[src/rtl/drum_step_sequencer.sv]
`default_nettype none
// ============================================================================
// Module      : drum_step_sequencer
// Description : 16-step drum pattern sequencer that triggers the ADSR shaper
//               with a per-step preset at a programmable step period.
// Revision    : 1.0 - initial release
// ============================================================================
module drum_step_sequencer #(
  parameter int NUM_STEPS = 16,
  parameter int PERIOD_W  = 24,
  parameter bit RETRIG    = 1'b1
) (
  input  logic                         clk,
  input  logic                         reset,
  input  logic                         run,
  input  logic [PERIOD_W-1:0]          step_period,
  input  logic                         wr_en,
  input  logic [$clog2(NUM_STEPS)-1:0] wr_addr,
  input  logic [2:0]                   wr_data,
  input  logic                         adsr_idle,
  output logic                         start,
  output logic [7:0]                   attack_step_value,
  output logic [7:0]                   decay_step_value,
  output logic [7:0]                   sustain_level,
  output logic [7:0]                   release_step_value,
  output logic [7:0]                   sustain_time,
  output logic [$clog2(NUM_STEPS)-1:0] step_index,
  output logic [7:0]                   missed_count
);

  localparam int IDX_W = $clog2(NUM_STEPS);

  typedef enum logic [1:0] {
    ST_STOPPED = 2'd0,
    ST_EVAL    = 2'd1,
    ST_COUNT   = 2'd2
  } state_t;

  state_t              r_state, w_state_nxt;
  logic [2:0]          r_pattern [NUM_STEPS];
  logic [PERIOD_W-1:0] r_timer, w_timer_nxt;
  logic [PERIOD_W-1:0] r_eff_period, w_eff_nxt;
  logic [IDX_W-1:0]    r_step_index, w_idx_nxt;
  logic                r_start, w_start_nxt;
  logic [39:0]         r_adsr, w_adsr_nxt;
  logic [7:0]          r_missed, w_missed_nxt;
  logic [2:0]          w_entry;

  // Preset packing: {attack, decay, sustain_level, release, sustain_time}
  function automatic logic [39:0] f_preset(input logic [1:0] sel);
    case (sel)
      2'd0:    f_preset = 40'h40_08_60_04_20;
      2'd1:    f_preset = 40'hFF_00_00_00_00;
      2'd2:    f_preset = 40'h80_10_40_08_10;
      default: f_preset = 40'h10_02_A0_01_80;
    endcase
  endfunction

  // Read before the write port updates, so a same-cycle write is seen next pass
  assign w_entry = r_pattern[r_step_index];

  always_comb begin
    w_state_nxt  = r_state;
    w_timer_nxt  = r_timer;
    w_eff_nxt    = r_eff_period;
    w_idx_nxt    = r_step_index;
    w_start_nxt  = 1'b0;
    w_adsr_nxt   = r_adsr;
    w_missed_nxt = r_missed;
    if (!run) begin
      w_state_nxt = ST_STOPPED;
      w_timer_nxt = '0;
      w_idx_nxt   = '0;
    end else begin
      case (r_state)
        ST_STOPPED: begin
          w_state_nxt = ST_EVAL;
          w_timer_nxt = '0;
          w_idx_nxt   = '0;
        end
        ST_EVAL: begin
          if (w_entry[2]) begin
            if (RETRIG || adsr_idle) begin
              w_start_nxt = 1'b1;
              w_adsr_nxt  = f_preset(w_entry[1:0]);
            end else if (r_missed != 8'hFF) begin
              w_missed_nxt = r_missed + 8'd1;
            end
          end
          w_eff_nxt   = (step_period < PERIOD_W'(2)) ? PERIOD_W'(2) : step_period;
          w_timer_nxt = PERIOD_W'(1);
          w_state_nxt = ST_COUNT;
        end
        ST_COUNT: begin
          if (r_timer == r_eff_period - PERIOD_W'(1)) begin
            w_idx_nxt   = r_step_index + IDX_W'(1);
            w_timer_nxt = '0;
            w_state_nxt = ST_EVAL;
          end else begin
            w_timer_nxt = r_timer + PERIOD_W'(1);
          end
        end
        default: begin
          w_state_nxt = ST_STOPPED;
          w_timer_nxt = '0;
          w_idx_nxt   = '0;
        end
      endcase
    end
  end

  always_ff @(posedge clk) begin
    if (reset) begin
      r_state      <= ST_STOPPED;
      r_timer      <= '0;
      r_eff_period <= PERIOD_W'(2);
      r_step_index <= '0;
      r_start      <= 1'b0;
      r_adsr       <= f_preset(2'd0);
      r_missed     <= 8'd0;
    end else begin
      r_state      <= w_state_nxt;
      r_timer      <= w_timer_nxt;
      r_eff_period <= w_eff_nxt;
      r_step_index <= w_idx_nxt;
      r_start      <= w_start_nxt;
      r_adsr       <= w_adsr_nxt;
      r_missed     <= w_missed_nxt;
    end
  end

  always_ff @(posedge clk) begin
    if (reset) begin
      for (int i = 0; i < NUM_STEPS; i++) begin
        r_pattern[i] <= 3'd0;
      end
    end else if (wr_en) begin
      r_pattern[wr_addr] <= wr_data;
    end
  end

  assign start              = r_start;
  assign attack_step_value  = r_adsr[39:32];
  assign decay_step_value   = r_adsr[31:24];
  assign sustain_level      = r_adsr[23:16];
  assign release_step_value = r_adsr[15:8];
  assign sustain_time       = r_adsr[7:0];
  assign step_index         = r_step_index;
  assign missed_count       = r_missed;

endmodule
`default_nettype wire

[config.mk]
export PLATFORM = sky130hd
export DESIGN_NAME = drum_step_sequencer
export DESIGN_NICKNAME = d
export VERILOG_FILES = /design/src/rtl/drum_step_sequencer.sv
export SDC_FILE = /design/constraint.sdc
export NUM_CORES = 1
export LEC_CHECK = 0
export ABC_AREA = 1
export CORE_MARGIN = 4
export CORE_UTILIZATION = 35
export CTS_BUF_LIST = sky130_fd_sc_hd__clkbuf_2 sky130_fd_sc_hd__clkbuf_4 sky130_fd_sc_hd__clkbuf_8
export DETAILED_ROUTE_END_ITERATION = 16
export MAX_ROUTING_LAYER = met4
export PLACE_DENSITY = 0.64
export SLEW_MARGIN = 20
export SYNTH_ARGS = -nofsm -noshare
export SYNTH_HDL_FRONTEND = slang
export SYNTH_SLANG_ARGS = --single-unit
[constraint.sdc]
create_clock -name clk -period 2.7 [get_ports clk]
set_clock_uncertainty 0.15 [all_clocks]
set_input_delay 0.81 -clock clk [delete_from_list [all_inputs] [get_ports clk]]
set_output_delay 0.81 -clock clk [all_outputs]
set_load 0.005 [all_outputs]
==> results.tsv <==
metric	value	unit
status	complete, no violations	
grt_max_degree	33	
yosysTopAreaCellShare	0.2235	
multi_input_area	0.003019	mm^2
dp_hpwl	11820	um
rsz0062_at_grt	false	
met3_wirelength	746	um
track_usage	0.1609	
antenna_found_initial	1	
clkTransAtPathRegs	0.08	ns
io_pins	89	
ir_drop	316.8	uV
die_h	143.7	um
synthMuxAreaShare	0	
pwr_density_cell	525.6	mW/mm^2
numCtsBuffers	17	
insertion_delay	0.45	ns
rows	49	
dp.cells	1127	
finalWirelength	15620	um
ys_warn_count	0	
root_buffer	clkbuf_8	
drtPass1Iterations	5	
avgSynthCellArea	7.668	um^2
hold_viol_final	0	
yosysSeqAreaShare	0.4346	
dieWidth	143.7	um
synthXorXnorAreaFrac	0.05413	
synth_top_area_cell	edfxtp_1	
synth_edf_count	48	
place.gp.congestion	0.8491	
hold_class	reg -> reg	
grt_pass1_wl	25170	um
vias	5423	
slowest_delay	0.33	ns
crit_arrival	2.60	ns
cp_cell_sequence	inv_1 -> ha_2 -> nand2_2 -> nor2_2 -> buf_4 -> nand3_2 -> nand2_1 -> nand2_1 -> nor2_1 -> nand3_1 -> nor2_2 -> nand2_2 -> nand2_2 -> nand2_2 -> inv_2 -> nor2_1 -> nor2_1	
numClockSinks	116	
crit_path_end_kind	flip-flop	
clkPwrFrac	0.414	
cp_common_cell	nand2_2	
remaining_drc_errors	0	
met2WireLength	7298	um
worst_setup_path_start_kind	flip-flop	
cts_tree	built	
synth.top_cells.by_count	nand2_1, nor2_1, inv_1	
ys_types	40	
core_area	0.01802	mm^2
drive_above_1_share	0.1106	
placedInstanceArea	0.007295	mm^2
async_reset_ff_frac	0	
cp_max_fo	11	
setup_tns	0	ns
h-tree-depth	4	
fmax	418.1	MHz
stdcell_area	0.007726	mm^2
avgViaCountPerCell	4.671	
synth-simple-area-share	0.2903	
synthAdderAreaFrac	0.02134	
initial_core_util	0.3578	
p_leak	3.160	nW
yosysMostFrequentCell	nand2_1	
p_sw	1.077	mW
drt_iter0_drc	332	
antenna_left	0	
wl_per_cell	13.45	um
final.fill_count	1871	
drt-met1-wl	7299	um
worst-path-buf-inv	3	
crit_type	reg -> reg	
critPathRequiredTime	2.91	ns
yosys_register_bits	116	
layout.nets	965	
synth_flop_cell	dfxtp_1	
finalCritPeriodShare	0.8857	
die_area	0.02066	mm^2
synth-compound-area-share	0.08537	
drv_slew	0	
drv_cap	0	
synth_top_family_by_area	simple AND/OR/NAND/NOR gates	
top_layer	met4	
synth_area_leaders	edfxtp_1, dfxtp_1, nand2_1	
synth_cells	841	
portBuffers	59	
final-seq-area	0.002803	mm^2
crit_family	simple AND/OR/NAND/NOR gates	
finalCriticalPeriod	2.392	ns
grt_pass1_vias	5085	
pwr-share-seq	0.475	
crit_slowest_cell	dfxtp_1	
synthesis.area	0.006449	mm^2
area_growth	19.81	%
intPower	2.984	mW
cts_hold_buf	0	
pwr-share-comb	0.110	
clockBufferDepth	2	
swShare	0.2651	
layoutNonFillerInstCount	1161	
final_util	0.4286	
grt_overflow	0	
setup_viol	0	
-- cells in the final DEF, fill, tap and decap left out, types with 10 or more instances in the layout --
cell,count
a21oi_1,31
buf_4,40
clkbuf_8,17
clkdlybuf4s50_1,59
conb_1,28
dfxtp_1,68
edfxtp_1,48
ha_1,10
inv_1,80
nand2_1,167
nand3_1,35
nand4_1,19
nor2_1,145
nor2_2,14
nor3_1,12
o21ai_0,46
o221ai_1,10
xnor2_1,19
xor2_1,19
-- stage by stage --
stage	hold slack [ns]	worst slack, ns	total power, mW
after detailed placement	0.2892	-0.05954	2.413
after global placement	0.2897	-0.04641	2.406
after floorplan	0.3008	0.4389	2.272
after global routing	0.3249	0.04240	4.238
after CTS	0.3084	0.1543	4.099
final	0.3084	0.3085	4.061
-- layout make-up --
cell class                      instances  area share
Clock buffer                           17     0.03028
Multi-Input combinational cell        602      0.3908
Timing Repair Buffer                   99      0.1153
Clock inverter                         15     0.02364
Antenna cell                            1   0.0003239
Sequential cell                       116      0.3628
Inverter                               82     0.03984
Tap cell                              229     0.03709
-- cell families after synthesis --
| logic type | after synthesis |
|---|---|
| and+or+nand+nor | 426 |
| AOI/OAI and AO/OA | 98 |
| xor gates and xnor gates | 39 |
| DFF | 116 |
| adders and majority gates | 11 |
| other | 1 |
| buffers and inverters | 150 |
-- worst paths after layout --
path                                 startpoint         end  slack (ns)  depth (start not counted)
worst min register to register       r_adsr[21]  r_adsr[21]        0.31                          1
worst max-delay path            r_eff_period[1]   flip-flop        0.31                         17
worst min-delay path                 r_adsr[21]  r_adsr[21]        0.31                          1
worst max register to register  r_eff_period[1]   flip-flop        0.31                         17
-- worst register-to-register path: stages, from the launching register on --
cell and delay, ns:
dfxtp_1 0.33, inv_1 0.09, ha_2 0.21, nand2_2 0.09, nor2_2 0.10, buf_4 0.19
nand3_2 0.07, nand2_1 0.06, nand2_1 0.04, nor2_1 0.11, nand3_1 0.09, nor2_2 0.17
nand2_2 0.10, nand2_2 0.13, nand2_2 0.10, inv_2 0.09, nor2_1 0.04, nor2_1 0.14
-- routing by layer --
metal,track usage,vias to the layer above
li1,-,2828
met1,0.2062,2451
met2,0.2518,125
met3,0.02962,19
met4,0.06492,0
met5,-,-
-- state kept, by name, indices dropped and copies added, names as in the netlist, named ones only --
register / flops
r_adsr: 9
r_eff_period: 24
r_pattern: 48
r_state: 2
r_timer: 24
start: 1
step_index: 4
-- power by group through the flow --
stage          combinational [mW]  sequential [mW]  clock (mW)
3_3_place_gp                0.437             1.97           0
3_5_place_dp                0.443             1.97           0
5_1_grt                     0.506             1.94        1.79
6_report                    0.448             1.93        1.68
4_1_cts                     0.446             1.93        1.72
2_1_floorplan               0.318             1.95           0
-- timing repair --
| item | CTS | global route |
|---|---|---|
| setup buffers | 0 | 1 |
| resized for setup | 0 | 2 |
| setup endpoints to repair | 0 | 4 |
Note: power is estimated with default switching activity, not from simulation.
==> RTL change (same flow settings) <==
Re-encode `state_t` (3 states) as one-hot, 3 bits wide.
--- a/src/rtl/drum_step_sequencer.sv
+++ b/src/rtl/drum_step_sequencer.sv
@@ -30,10 +30,10 @@
 
   localparam int IDX_W = $clog2(NUM_STEPS);
 
-  typedef enum logic [1:0] {
-    ST_STOPPED = 2'd0,
-    ST_EVAL    = 2'd1,
-    ST_COUNT   = 2'd2
+  typedef enum logic [2:0] {
+    ST_STOPPED = 3'b001,
+    ST_EVAL    = 3'b010,
+    ST_COUNT   = 3'b100
   } state_t;
 
   state_t              r_state, w_state_nxt;
Formal check against the unedited RTL: same outputs for any inputs over 4 cycles, from zero or initial values and one cycle with reset high; so few cycles prove little.
==> RTL change against the original RTL <==
  * Count of clock-buffer cells in the layout grew 1
  * Utilization shrank 0.57 points
  * Highest routed layer unchanged
  * Combinational power shrank 41%
  * Design area shrank 1.3%
  * Sequential cell count grew 1
  * Total power shrank 4.7%
  * Worst setup slack lost 0.042 ns
  * Synthesized area shrank 0.41%
  * Via count grew 0.24%
  * Global-route usage shrank 0.23 points
  * Sequential share of layout area grew 0.75 points
  * Wire length grew 0.84%
==> RTL change: results (changes against the original RTL) <==
status:
  status: "complete, no violations"
grt:
  met2_usage_pct: 25.7  # +0.52 points
  grtUsageMet3_pct: 4.53  # +1.6 points
  grt_max_degree: 34  # +3.0%
  grt_pass1_wl_mm: 24.9  # -1.2%
  grt_pass1_vias: 5046  # -0.77%
  grtUsageMet1_pct: 18.9  # -1.7 points
  antenna_found_initial: 1  # unchanged
  grt.total_usage_pct: 15.9  # -0.23 points
placement:
  dpl_cell_area_mm2: 0.00720  # -1.3%
  place.gp.congestion: 0.870  # +2.4%
  dp_hpwl_mm: 11.8  # +0.12%
  dp_cells: 1113  # -1.2%
  pre_cts_ws_ns: 0.147  # +0.206 ns
synthesis:
  ys_top_cells_by_area: "edfxtp_1, dfxtp_1, nand2_1, nor2_1, inv_1"
  synth_common_cells: "nand2_1, nor2_1, inv_1"
  synth.distinct_cells: 41  # +2.5%
  syn_area_per_cell_um2: 7.67  # about the same
  yosysSeqAreaShare_pct: 44.0  # +0.49 points
  synth-edff-count: 48  # unchanged
critical_path:
  timing.reg2reg.setup_slack_ns: 0.27  # -0.04 ns
  start_kind: "register"
  slowest_delay_ns: 0.33  # about the same
  r2r_start: "r_eff_period[0]$_SDFFE_PP0P_"
  crit_family: "simple AND/OR/NAND/NOR gates"
  cp_slowest_cell: "dfxtp_1"
  reg2reg_depth: 15  # -2
  critPathMaxFanout: 13  # +2
  arrival_ns: 2.60  # about the same
route:
  wire_per_inst_um: 13.7  # +2.2%
  dr.max_layer_used: "met4"
  met1_length_mm: 6.97  # -4.5%
  vias: 5436  # +0.24%
  met3_length_um: 823  # +10%
  dr.first_iter.drc_count: 453  # +36%
  routed_wl_mm: 15.8  # +0.84%
  dr_wl_met2_mm: 7.60  # +4.1%
  drt_first_pass_iters: 5  # unchanged
power_and_ir_drop:
  p_clk_mw: 1.70
  comb_power_share_pct: 6.9  # -4.1 points
  netSwitchingPower_mw: 0.943  # -12%
  vdd_ir_drop_max_v: 0.000291  # -8.2%
  p_leak_nw: 3.23  # +2.2%
  clockPowerShare_pct: 43.8  # +2.4 points
finish:
  final_nets: 946  # -2.0%
  drive_gt1_share_pct: 9.28  # -1.8 points
sta:
  min_period_over_period_pct: 90.1  # +1.6 points
cts:
  numCtsBuffers: 17  # unchanged
  path_clk_slew_ns: 0.07
  clock_latency_ns: 0.44
worst_hold_path:
  hp-class: "register to register"
## RTL change: cell count changes after synthesis, moves of 4 or more
cell | unedited run | this run
inv_1 | 80 | 88
nor2_1 | 145 | 141
clkbuf_1 | 22 | 15
xnor2_1 | 19 | 14
a21oi_1 | 31 | 22
nand4_1 | 19 | 8
ha_1 | 11 | 7
nor3_1 | 12 | 19
o21ai_0 | 46 | 54
o21a_1 | 0 | 14
## RTL change: worst min path at each step
stage / start / end / slack, ns / depth (start not counted)
detailed placement: r_adsr[21]$_SDFFE_PP1P_ / r_adsr[21]$_SDFFE_PP1P_ / 0.31 / 1
floorplan: r_adsr[21]$_SDFFE_PP1P_ / r_adsr[21]$_SDFFE_PP1P_ / 0.30 / 1
global route: r_eff_period[23]$_SDFFE_PP0P_ / r_eff_period[23]$_SDFFE_PP0P_ / 0.36 / 2
finish: r_adsr[21]$_SDFFE_PP1P_ / r_adsr[21]$_SDFFE_PP1P_ / 0.32 / 1
global placement: r_adsr[21]$_SDFFE_PP1P_ / r_adsr[21]$_SDFFE_PP1P_ / 0.30 / 1
CTS: r_adsr[21]$_SDFFE_PP1P_ / r_adsr[21]$_SDFFE_PP1P_ / 0.32 / 1
## RTL change: final cells by class
cell class | count | area [um2]
fillers | 1803 | 10400
clock buffers | 18 | 241
well taps | 229 | 287
flip-flops and latches | 117 | 2820
clock inverters | 14 | 178
repair buffers | 81 | 781
inverters | 90 | 338
multi-input cells | 596 | 2970
diodes | 1 | 2.50
## RTL change: cell families after synthesis
| logic type | Yosys count | synth area share [%] |
|---|---|---|
| xor+xnor | 31 | 4.23 |
| buf+inv | 151 | 11.4 |
| compound gates | 113 | 10.2 |
| mux | 1 | 0.156 |
| other cells | 1 | 0.0584 |
| fa+ha+maj | 7 | 1.36 |
| flops | 117 | 44.0 |
| simple gates | 416 | 28.6 |
